`config.mk`:
```
export PLATFORM = sky130hd
export DESIGN_NAME = mode_reg
export DESIGN_NICKNAME = d
export VERILOG_FILES = /design/src/rtl/mode_reg_pkg.sv /design/src/rtl/mode_reg_next.sv /design/src/rtl/mode_reg.sv
export SDC_FILE = /design/constraint.sdc
export NUM_CORES = 1
export LEC_CHECK = 0
export CAP_MARGIN = 15
export CORE_MARGIN = 3
export CORE_UTILIZATION = 50
export CTS_BUF_LIST = sky130_fd_sc_hd__clkbuf_8
export DETAILED_ROUTE_END_ITERATION = 10
export PLACE_DENSITY_LB_ADDON = 0.2
export SLEW_MARGIN = 20
export SYNTH_ARGS = -nofsm -noshare
export SYNTH_HDL_FRONTEND = slang
export SYNTH_SLANG_ARGS = --single-unit
export TNS_END_PERCENT = 1
```
`constraint.sdc`:
```
create_clock -name clk -period 2.3 [get_ports clk]
set_clock_uncertainty 0.05 [all_clocks]
set_input_delay 0.345 -clock clk [delete_from_list [all_inputs] [get_ports clk]]
set_output_delay 0.345 -clock clk [all_outputs]
set_load 0.005 [all_outputs]
```
`src/rtl/mode_reg_pkg.sv`:
```
// -----------------------------------------------------------------------------
// mode_reg_pkg
//   Shared definitions for the multi-mode register.
//   - mode_e : 3-bit operation select carried on the mode input
//   - helpers that classify modes
// -----------------------------------------------------------------------------
package mode_reg_pkg;

    localparam int MODE_W = 3;

    typedef enum logic [MODE_W-1:0] {
        MODE_HOLD   = 3'd0,  // q <- q
        MODE_LOAD   = 3'd1,  // q <- d
        MODE_TOGGLE = 3'd2,  // q <- q ^ d (per-bit T flip-flop)
        MODE_UP     = 3'd3,  // q <- q + 1, wrap or saturate at all ones
        MODE_DOWN   = 3'd4,  // q <- q - 1, wrap or saturate at zero
        MODE_SHL    = 3'd5,  // q <- {q[W-2:0], d[0]}
        MODE_SHR    = 3'd6,  // q <- {d[W-1], q[W-1:1]}
        MODE_ROL    = 3'd7   // q <- {q[W-2:0], q[W-1]}
    } mode_e;

    // True for the two modes that can hit a counter limit.
    function automatic logic is_count_mode(input mode_e m);
        return (m == MODE_UP) || (m == MODE_DOWN);
    endfunction

endpackage : mode_reg_pkg

```
`src/rtl/mode_reg_next.sv`:
```
// -----------------------------------------------------------------------------
// mode_reg_next
//   Purely combinational next-state function of the multi-mode register.
//   Computes what q becomes on an enabled edge for the selected mode, and
//   flags the limit event (UP at all ones, DOWN at zero) that drives ovf.
//
// Parameters
//   WIDTH : register width (>= 2)
//   WRAP  : 1 = counter wraps at the limits, 0 = counter saturates
//
// Ports
//   q      in  [WIDTH-1:0]  current register value
//   d      in  [WIDTH-1:0]  load data / toggle mask / serial-in source
//   mode   in  mode_e       operation select
//   q_next out [WIDTH-1:0]  value q takes on an enabled edge
//   evt    out              limit reached (wrap or saturation) this edge
// -----------------------------------------------------------------------------
module mode_reg_next
    import mode_reg_pkg::*;
#(
    parameter int WIDTH = 8,
    parameter bit WRAP  = 1'b1
) (
    input  logic [WIDTH-1:0] q,
    input  logic [WIDTH-1:0] d,
    input  mode_e            mode,
    output logic [WIDTH-1:0] q_next,
    output logic             evt
);

    logic [WIDTH-1:0] tog_val;
    logic [WIDTH-1:0] shl_val;
    logic [WIDTH-1:0] shr_val;
    logic [WIDTH-1:0] rol_val;
    logic [WIDTH-1:0] inc_val;
    logic [WIDTH-1:0] dec_val;
    logic             at_max;
    logic             at_min;

    // Per-bit datapath for the bitwise and shifting modes. The end bits
    // differ per mode (serial-in from d or wrap-around from q), the middle
    // bits simply take their neighbour.
    for (genvar gi = 0; gi < WIDTH; gi++) begin : g_bit
        assign tog_val[gi] = q[gi] ^ d[gi];

        if (gi == 0) begin : g_lsb
            assign shl_val[gi] = d[0];
            assign rol_val[gi] = q[WIDTH-1];
            assign shr_val[gi] = q[gi+1];
        end else if (gi == WIDTH-1) begin : g_msb
            assign shl_val[gi] = q[gi-1];
            assign rol_val[gi] = q[gi-1];
            assign shr_val[gi] = d[WIDTH-1];
        end else begin : g_mid
            assign shl_val[gi] = q[gi-1];
            assign rol_val[gi] = q[gi-1];
            assign shr_val[gi] = q[gi+1];
        end
    end

    assign inc_val = q + WIDTH'(1);
    assign dec_val = q - WIDTH'(1);
    assign at_max  = &q;
    assign at_min  = ~|q;

    always_comb begin
        q_next = q;
        evt    = 1'b0;
        case (mode)
            MODE_HOLD:   q_next = q;
            MODE_LOAD:   q_next = d;
            MODE_TOGGLE: q_next = tog_val;
            MODE_UP: begin
                // The event fires at the limit whether we wrap or saturate.
                if (at_max) begin
                    evt    = 1'b1;
                    q_next = WRAP ? '0 : q;
                end else begin
                    q_next = inc_val;
                end
            end
            MODE_DOWN: begin
                if (at_min) begin
                    evt    = 1'b1;
                    q_next = WRAP ? '1 : q;
                end else begin
                    q_next = dec_val;
                end
            end
            MODE_SHL:    q_next = shl_val;
            MODE_SHR:    q_next = shr_val;
            MODE_ROL:    q_next = rol_val;
            default:     q_next = q;
        endcase
    end

endmodule : mode_reg_next

```
`src/rtl/mode_reg.sv`:
```
// -----------------------------------------------------------------------------
// mode_reg
//   Parametrised multi-mode register: hold, load, per-bit toggle, up/down
//   count (wrap or saturate), shift left/right and rotate, plus synchronous
//   set, a one-cycle overflow/underflow pulse and a zero flag.
//
// Parameters
//   WIDTH   : register width in bits (>= 2)
//   RST_VAL : value of q while/after rst
//   SET_VAL : value loaded by the synchronous set
//   WRAP    : 1 = counter wraps at the limits, 0 = saturates
//
// Ports
//   clk   in                rising-edge clock
//   rst   in                asynchronous reset, active-high
//   set   in                synchronous set, active-high (beats en/mode)
//   en    in                operation enable, 0 = hold
//   mode  in  [2:0]         operation select (mode_reg_pkg::mode_e)
//   d     in  [WIDTH-1:0]   load data / toggle mask / serial-in source
//   q     out [WIDTH-1:0]   registered value
//   ovf   out               registered pulse after a wrap/saturation edge
//   zero  out               combinational q == 0
// -----------------------------------------------------------------------------
module mode_reg
    import mode_reg_pkg::*;
#(
    parameter int               WIDTH   = 8,
    parameter logic [WIDTH-1:0] RST_VAL = '0,
    parameter logic [WIDTH-1:0] SET_VAL = '1,
    parameter bit               WRAP    = 1'b1
) (
    input  logic              clk,
    input  logic              rst,
    input  logic              set,
    input  logic              en,
    input  logic [MODE_W-1:0] mode,
    input  logic [WIDTH-1:0]  d,
    output logic [WIDTH-1:0]  q,
    output logic              ovf,
    output logic              zero
);

    logic [WIDTH-1:0] q_reg;
    logic [WIDTH-1:0] q_next;
    logic             ovf_reg;
    logic             evt_next;

    mode_reg_next #(
        .WIDTH (WIDTH),
        .WRAP  (WRAP)
    ) u_next (
        .q      (q_reg),
        .d      (d),
        .mode   (mode_e'(mode)),
        .q_next (q_next),
        .evt    (evt_next)
    );

    // Priority rst > set > en. ovf is cleared on every edge that is not an
    // enabled limit event, so it can never stretch beyond one cycle unless
    // the limit is hit again (sustained saturation).
    always_ff @(posedge clk or posedge rst) begin
        if (rst) begin
            q_reg   <= RST_VAL;
            ovf_reg <= 1'b0;
        end else if (set) begin
            q_reg   <= SET_VAL;
            ovf_reg <= 1'b0;
        end else if (en) begin
            q_reg   <= q_next;
            ovf_reg <= evt_next;
        end else begin
            ovf_reg <= 1'b0;
        end
    end

    assign q    = q_reg;
    assign ovf  = ovf_reg;
    assign zero = (q_reg == '0);

endmodule : mode_reg

```
# Word level (Yosys, flattened, before mapping)
# Cells that the tools add are included.
# classes
add_sub_neg,2
eq_ne,8
muxes,10
n_bitwise,8
reduce_logical,6
# op_table
op,n
one-hot mux 8 bit (7 select lines),1
2-to-1 mux 8 bit,4
== test 3 bit (second input constant),4
adder 8 x 1 -> 8 bit (second input constant),1
zero test 8 bit,1
AND reduction 8 bit,1
OR reduction 8 bit,1
subtractor 8 x 1 -> 8 bit (second input constant),1
bitwise XOR 1 bit,8
== test 3 x 2 -> 1 bit (second input constant),2
2-to-1 mux 1 bit,4
== test 3 x 1 -> 1 bit (second input constant),1
zero test 3 bit,1
!= test 2 bit (second input constant),1
one-hot mux 1 bit (2 select lines),1
AND reduction 2 bit,1
nonzero test 2 bit,1
# word_totals
reg_bits,9
inputBits,15
out_inout_bits,10

# Logic depth before layout (Yosys ltp)
# logic_depth
depth_word,5
mapped_depth,8
mapped_depth_nobuf,7

# Modules after synthesis
# Synthesis repeated with hierarchy kept, for this count alone.
# unflattened
hier_cells,172
area_unflattened_um2,1335.0
# modules_own_cells
mod,n_inst,cells_per_inst,area_each_um2,seq_area_each_um2
mode_reg_next,1,139,935.9,0.0
mode_reg,1,33,399.1,225.2

# Least setup slack after synthesis
# OpenSTA, ideal clock, no wires.
# synth_path
path_type,reg2reg
from,"reg q_reg[0], in the netlist q[0]"
to,"reg q_reg[5], in the netlist q[5]"
arrival_ps,1685
required_ps,2168
path_slack_ps,483
path_stages_with_launch,9
n_path_buf,1
path_cell_list,dfrtp_1 -> buf_6 -> inv_1 -> ha_1 -> nor3b_2 -> nand2_1 -> o41ai_4 -> a211oi_1 -> a31oi_1
# synth_between
elab_chain_cells,5
elab_cells_between_ends,9
# synth_rtl
element,line,source
start: declaration,mode_reg.sv:43,logic [WIDTH-1:0] q_reg;
start signal: assignment,mode_reg.sv:70,q_reg <= q_next;
"subtractor 8 x 1 -> 8 bit, or another cell as far along",mode_reg_next.sv:62,assign dec_val = q - WIDTH'(1);
2-to-1 mux 8 bit (on tied branches),"mode_reg_next.sv:83, mode_reg_next.sv:75",
one-hot mux 8 bit (7 select lines) (*),mode_reg_next.sv:69,case (mode)
2-to-1 mux 8 bit (*),mode_reg.sv:69,end else if (en) begin
2-to-1 mux 8 bit (*),mode_reg.sv:66,end else if (set) begin
# Mark *: on every way between the ends. The rest lies on a longest branch, timed or not. The select of a mux whose other input is x is not followed.
# A chain may end at the register's enable or synchronous reset.

# Worst setup path after layout
# layout_path
from,"reg q_reg[1], in the netlist q[1]"
to,out zero
# layout_between
elab_chain_cells,1
# layout_rtl
element,line,source
zero test 8 bit,mode_reg.sv:79,assign zero = (q_reg == '0);
end: declaration,mode_reg.sv:40,output logic zero
# No other way between the ends.

==> run summary <==
The post-route fraction of the period consumed by the critical path came out at 0.895. Entering global routing, the biggest net connects 18 pins. Counting flops with a built-in enable in the synthesized netlist gives 0. Once layout is complete, the cells apart from fillers number 213. The floorplan step defined a die boundary enclosing 2940 sq um. Buffers placed on the I/O ports in this run total 24.

For the DRC violation total after the first TritonRoute iteration, the log shows 56. The async set-or-reset flop fraction in the synthesized netlist was 1.00. In the post-route analysis, the smallest setup slack over all paths is 241 ps. Setup repair after global routing left no endpoint under its margin. The logs give 1900 ps for the data required time of the critical path and 209 for the number of placed instances with taps included. The slowest stage of the critical path is the sky130_fd_sc_hd__dfrtp_1 cell. In the final design database the tool counted 204 nets.

Ranked by total cell area, the synthesized netlist is headed by sky130_fd_sc_hd__dfrtp_1 (19%), sky130_fd_sc_hd__a21oi_1 (5.2%), sky130_fd_sc_hd__nand2_1 (5.2%), sky130_fd_sc_hd__nor2_1 (3.2%), sky130_fd_sc_hd__a22o_1 (3.0%). In this run the post-CTS setup repair buffer count came out at 0. Timing analysis after detailed placement gives a worst setup slack of 81.6 ps. The logs give 0.194 for the fraction of the yosys area taken by sequential cells and 339 ps for the worst hold slack.

The largest stage delay on the critical path came out at 380 ps. After clock tree synthesis, the flow added hold-fix buffers numbering 0. The core area is 2080 sq um, and the first-pass GRT wire length is 5850 um. No sink is reached through more buffers than the 2 on the longest clock path. The buffers plus inverters on the worst setup path is 2, and the synthesized instance count is 156. The total iterations of the first detailed-routing run was 4; the number of flip-flops under the largest register name was 8.

The count of nets left with antenna violations once routing finished came out at 0. The worst setup path is captured at an output pin. For the pin with the worst max-slew slack, the measured transition is 696 ps.

The clock-pin slew on the worst setup and hold paths is 50 ps, and the total of max-cap violations is 0. The most common cell after layout, fill and taps aside was sky130_fd_sc_hd__clkdlybuf4s50_1. The power density over the cells is 434 nW/um^2. The clock drives 9 sinks. The clock insertion delay at the later pin of the skew report was 230 ps; the worst-path maximum fanout was 3. Summing all multi-input logic gate instances after layout gives 845 sq um. Critical path depth in cells: 6. Compared with the post-synthesis result, the final layout area differs by 32.9%. The share of cells above drive strength 1 is 0.161, and the total negative slack for setup checks is 0 ps. Dividing the detail-routed via count by the number of cells gives 6.30. The worst hold path belongs to the class in2async. The synthesized design contains 9 register bits.

The cell family with the largest share of critical-path delay was simple AND/OR/NAND/NOR gates. The wire-length estimate of the detail-placed layout is 2570 um. For this design the static power due to leakage is 0.643 nW. The run finished with clean final reports. The total of endpoints with negative setup slack in the final report is 0, and the residual overflow from global routing is 0. The mean cell area of the mapped netlist works out to 7.45 sq um.

Total area of sequential cells: 225 sq um. The netlist uses 52 different library cells. After clock tree synthesis, the repair step resized 4 gates.

Count of endpoints failing hold in the final timing report: 0. Routability-driven placement finished with a final weighted congestion of 0.957. VDD sags by at most 0.549 mV. The critical path goes through inv_1 -> ha_2 -> nor3b_4 -> nand2_1 -> nor3_2 -> dlygate4sd2_1.

In the layout the commonest cells are sky130_fd_sc_hd__clkdlybuf4s50_1 (23), sky130_fd_sc_hd__buf_4 (17), sky130_fd_sc_hd__nand2_1 (16). The mean routed wirelength per cell is 16.8 um. Number of global-route vias before repair: 1306. The tools report the global-route usage over all layers as 0.270. The area share of the largest cell type after synthesis is 0.194, and the worst max-slew margin expressed relative to the limit is 0.535. The biggest area consumer among synthesized cells is sky130_fd_sc_hd__dfrtp_1. The filler cell count in the final layout is 171. For the number of top-level design ports, the log shows 25. Among all flip-flop cells after synthesis, the most frequent one is sky130_fd_sc_hd__dfrtp_1. 0 antenna diodes ended up in the layout. The floorplan step set the die height to 54.2 um. Data on the critical path arrives at its endpoint at 1660 ps.

The starting density of the core is 0.558, and the final critical delay including setup and external delays is 2060 ps. The die boundary width was 54.2 um; the number of remaining DRC errors was 0. During synthesis, Yosys emitted a total of 0 warnings.

The tools report the post-layout utilization of the core as 0.742. The run gives 0 as the max-slew violation count. The worst setup path category is reg2out. The total clock buffers created by CTS came out at 3.

Summing every instance area after synthesis gives 1160 sq um. The critical path startpoint category is a flop. The tree is rooted in a sky130_fd_sc_hd__clkbuf_8. The CTS H-tree depth is 1. The final route contains 1342 vias. The initial antenna violation count was 0; the row count was 16. Counting every net in the synthesized netlist gives 173.

TritonCTS built the clock tree. The highest clock rate was 0.486 GHz. Summed over all layers, the routed wires come to 3570 um. For the worst flop-to-flop path, the logic depth is 8.
-- logic make-up (layout without fill, tap and decap cells) --
group,count (synthesis),count (layout),share of synthesized area
simple gates,60,60,0.283
flops,9,9,0.194
xor+xnor,6,6,0.0452
mux,3,3,0.0280
compound gates,53,53,0.337
fa+ha+maj,2,2,0.0215
buf+inv,23,53,0.0915
-- power breakdown --
group / switching (W) / internal (W) / leakage [nW] / total [W]
combinational: 0.000151 / 0.000146 / 0.525 / 0.000297
clock: 0.0000666 / 0.000117 / 0.0269 / 0.000183
sequential: 0.0000199 / 0.000171 / 0.0910 / 0.000191
total: 0.000238 / 0.000433 / 0.643 / 0.000671
-- final cells by class --
type | instances | area share
Clock buffer | 3 | 0.0267
Multi-Input combinational cell | 124 | 0.547
Sequential cell | 9 | 0.146
Clock inverter | 1 | 0.00243
Inverter | 8 | 0.0194
Tap cell | 27 | 0.0219
Timing Repair Buffer | 41 | 0.237
-- synth_stat cells, types with 3 or more instances --
cell and number:
sky130_fd_sc_hd__a21oi_1 12, sky130_fd_sc_hd__a221oi_1 3, sky130_fd_sc_hd__a22o_1 4, sky130_fd_sc_hd__a22oi_1 3, sky130_fd_sc_hd__a31oi_1 4, sky130_fd_sc_hd__buf_2 7
sky130_fd_sc_hd__clkbuf_1 6, sky130_fd_sc_hd__dfrtp_1 9, sky130_fd_sc_hd__inv_1 8, sky130_fd_sc_hd__nand2_1 16, sky130_fd_sc_hd__nand2b_1 4, sky130_fd_sc_hd__nand3_1 4
sky130_fd_sc_hd__nand3b_1 3, sky130_fd_sc_hd__nor2_1 10, sky130_fd_sc_hd__nor2b_1 4, sky130_fd_sc_hd__nor3_1 6, sky130_fd_sc_hd__o21ai_0 5, sky130_fd_sc_hd__xnor2_1 3
sky130_fd_sc_hd__xor2_1 3
-- through the flow --
| stage | total power, W | instance area (sq um) |
|---|---|---|
| global placement | 0.000473 | 1490 |
| detailed placement | 0.000479 | 1490 |
| floorplan | 0.000375 | 1160 |
| CTS | 0.000669 | 1550 |
| finish | 0.000671 | 1550 |
| global route | 0.000710 | 1550 |
-- path summary, 6_finish.rpt --
check                                  from               end  slack (ps)
min in group clk           q[0]$_DFFE_PP0P_  q[0]$_DFFE_PP0P_         600
max reg2reg                q[1]$_DFFE_PP0P_  q[5]$_DFFE_PP0P_         390
min reg2reg                q[0]$_DFFE_PP0P_  q[0]$_DFFE_PP0P_         600
max                        q[1]$_DFFE_PP0P_              zero         240
max in group asynchronous               rst  q[3]$_DFFE_PP0P_        1580
min                                     rst  q[6]$_DFFE_PP0P_         340
-- metal layers --
layer	part of all wire	up-vias	GRT usage
li1	-	633	-
met1	0.41	643	0.331
met2	0.50	58	0.458
met3	0.064	8	0.0681
met4	0.027	0	0.0913
met5	0	-	0
(Power assumes the default switching activity.)
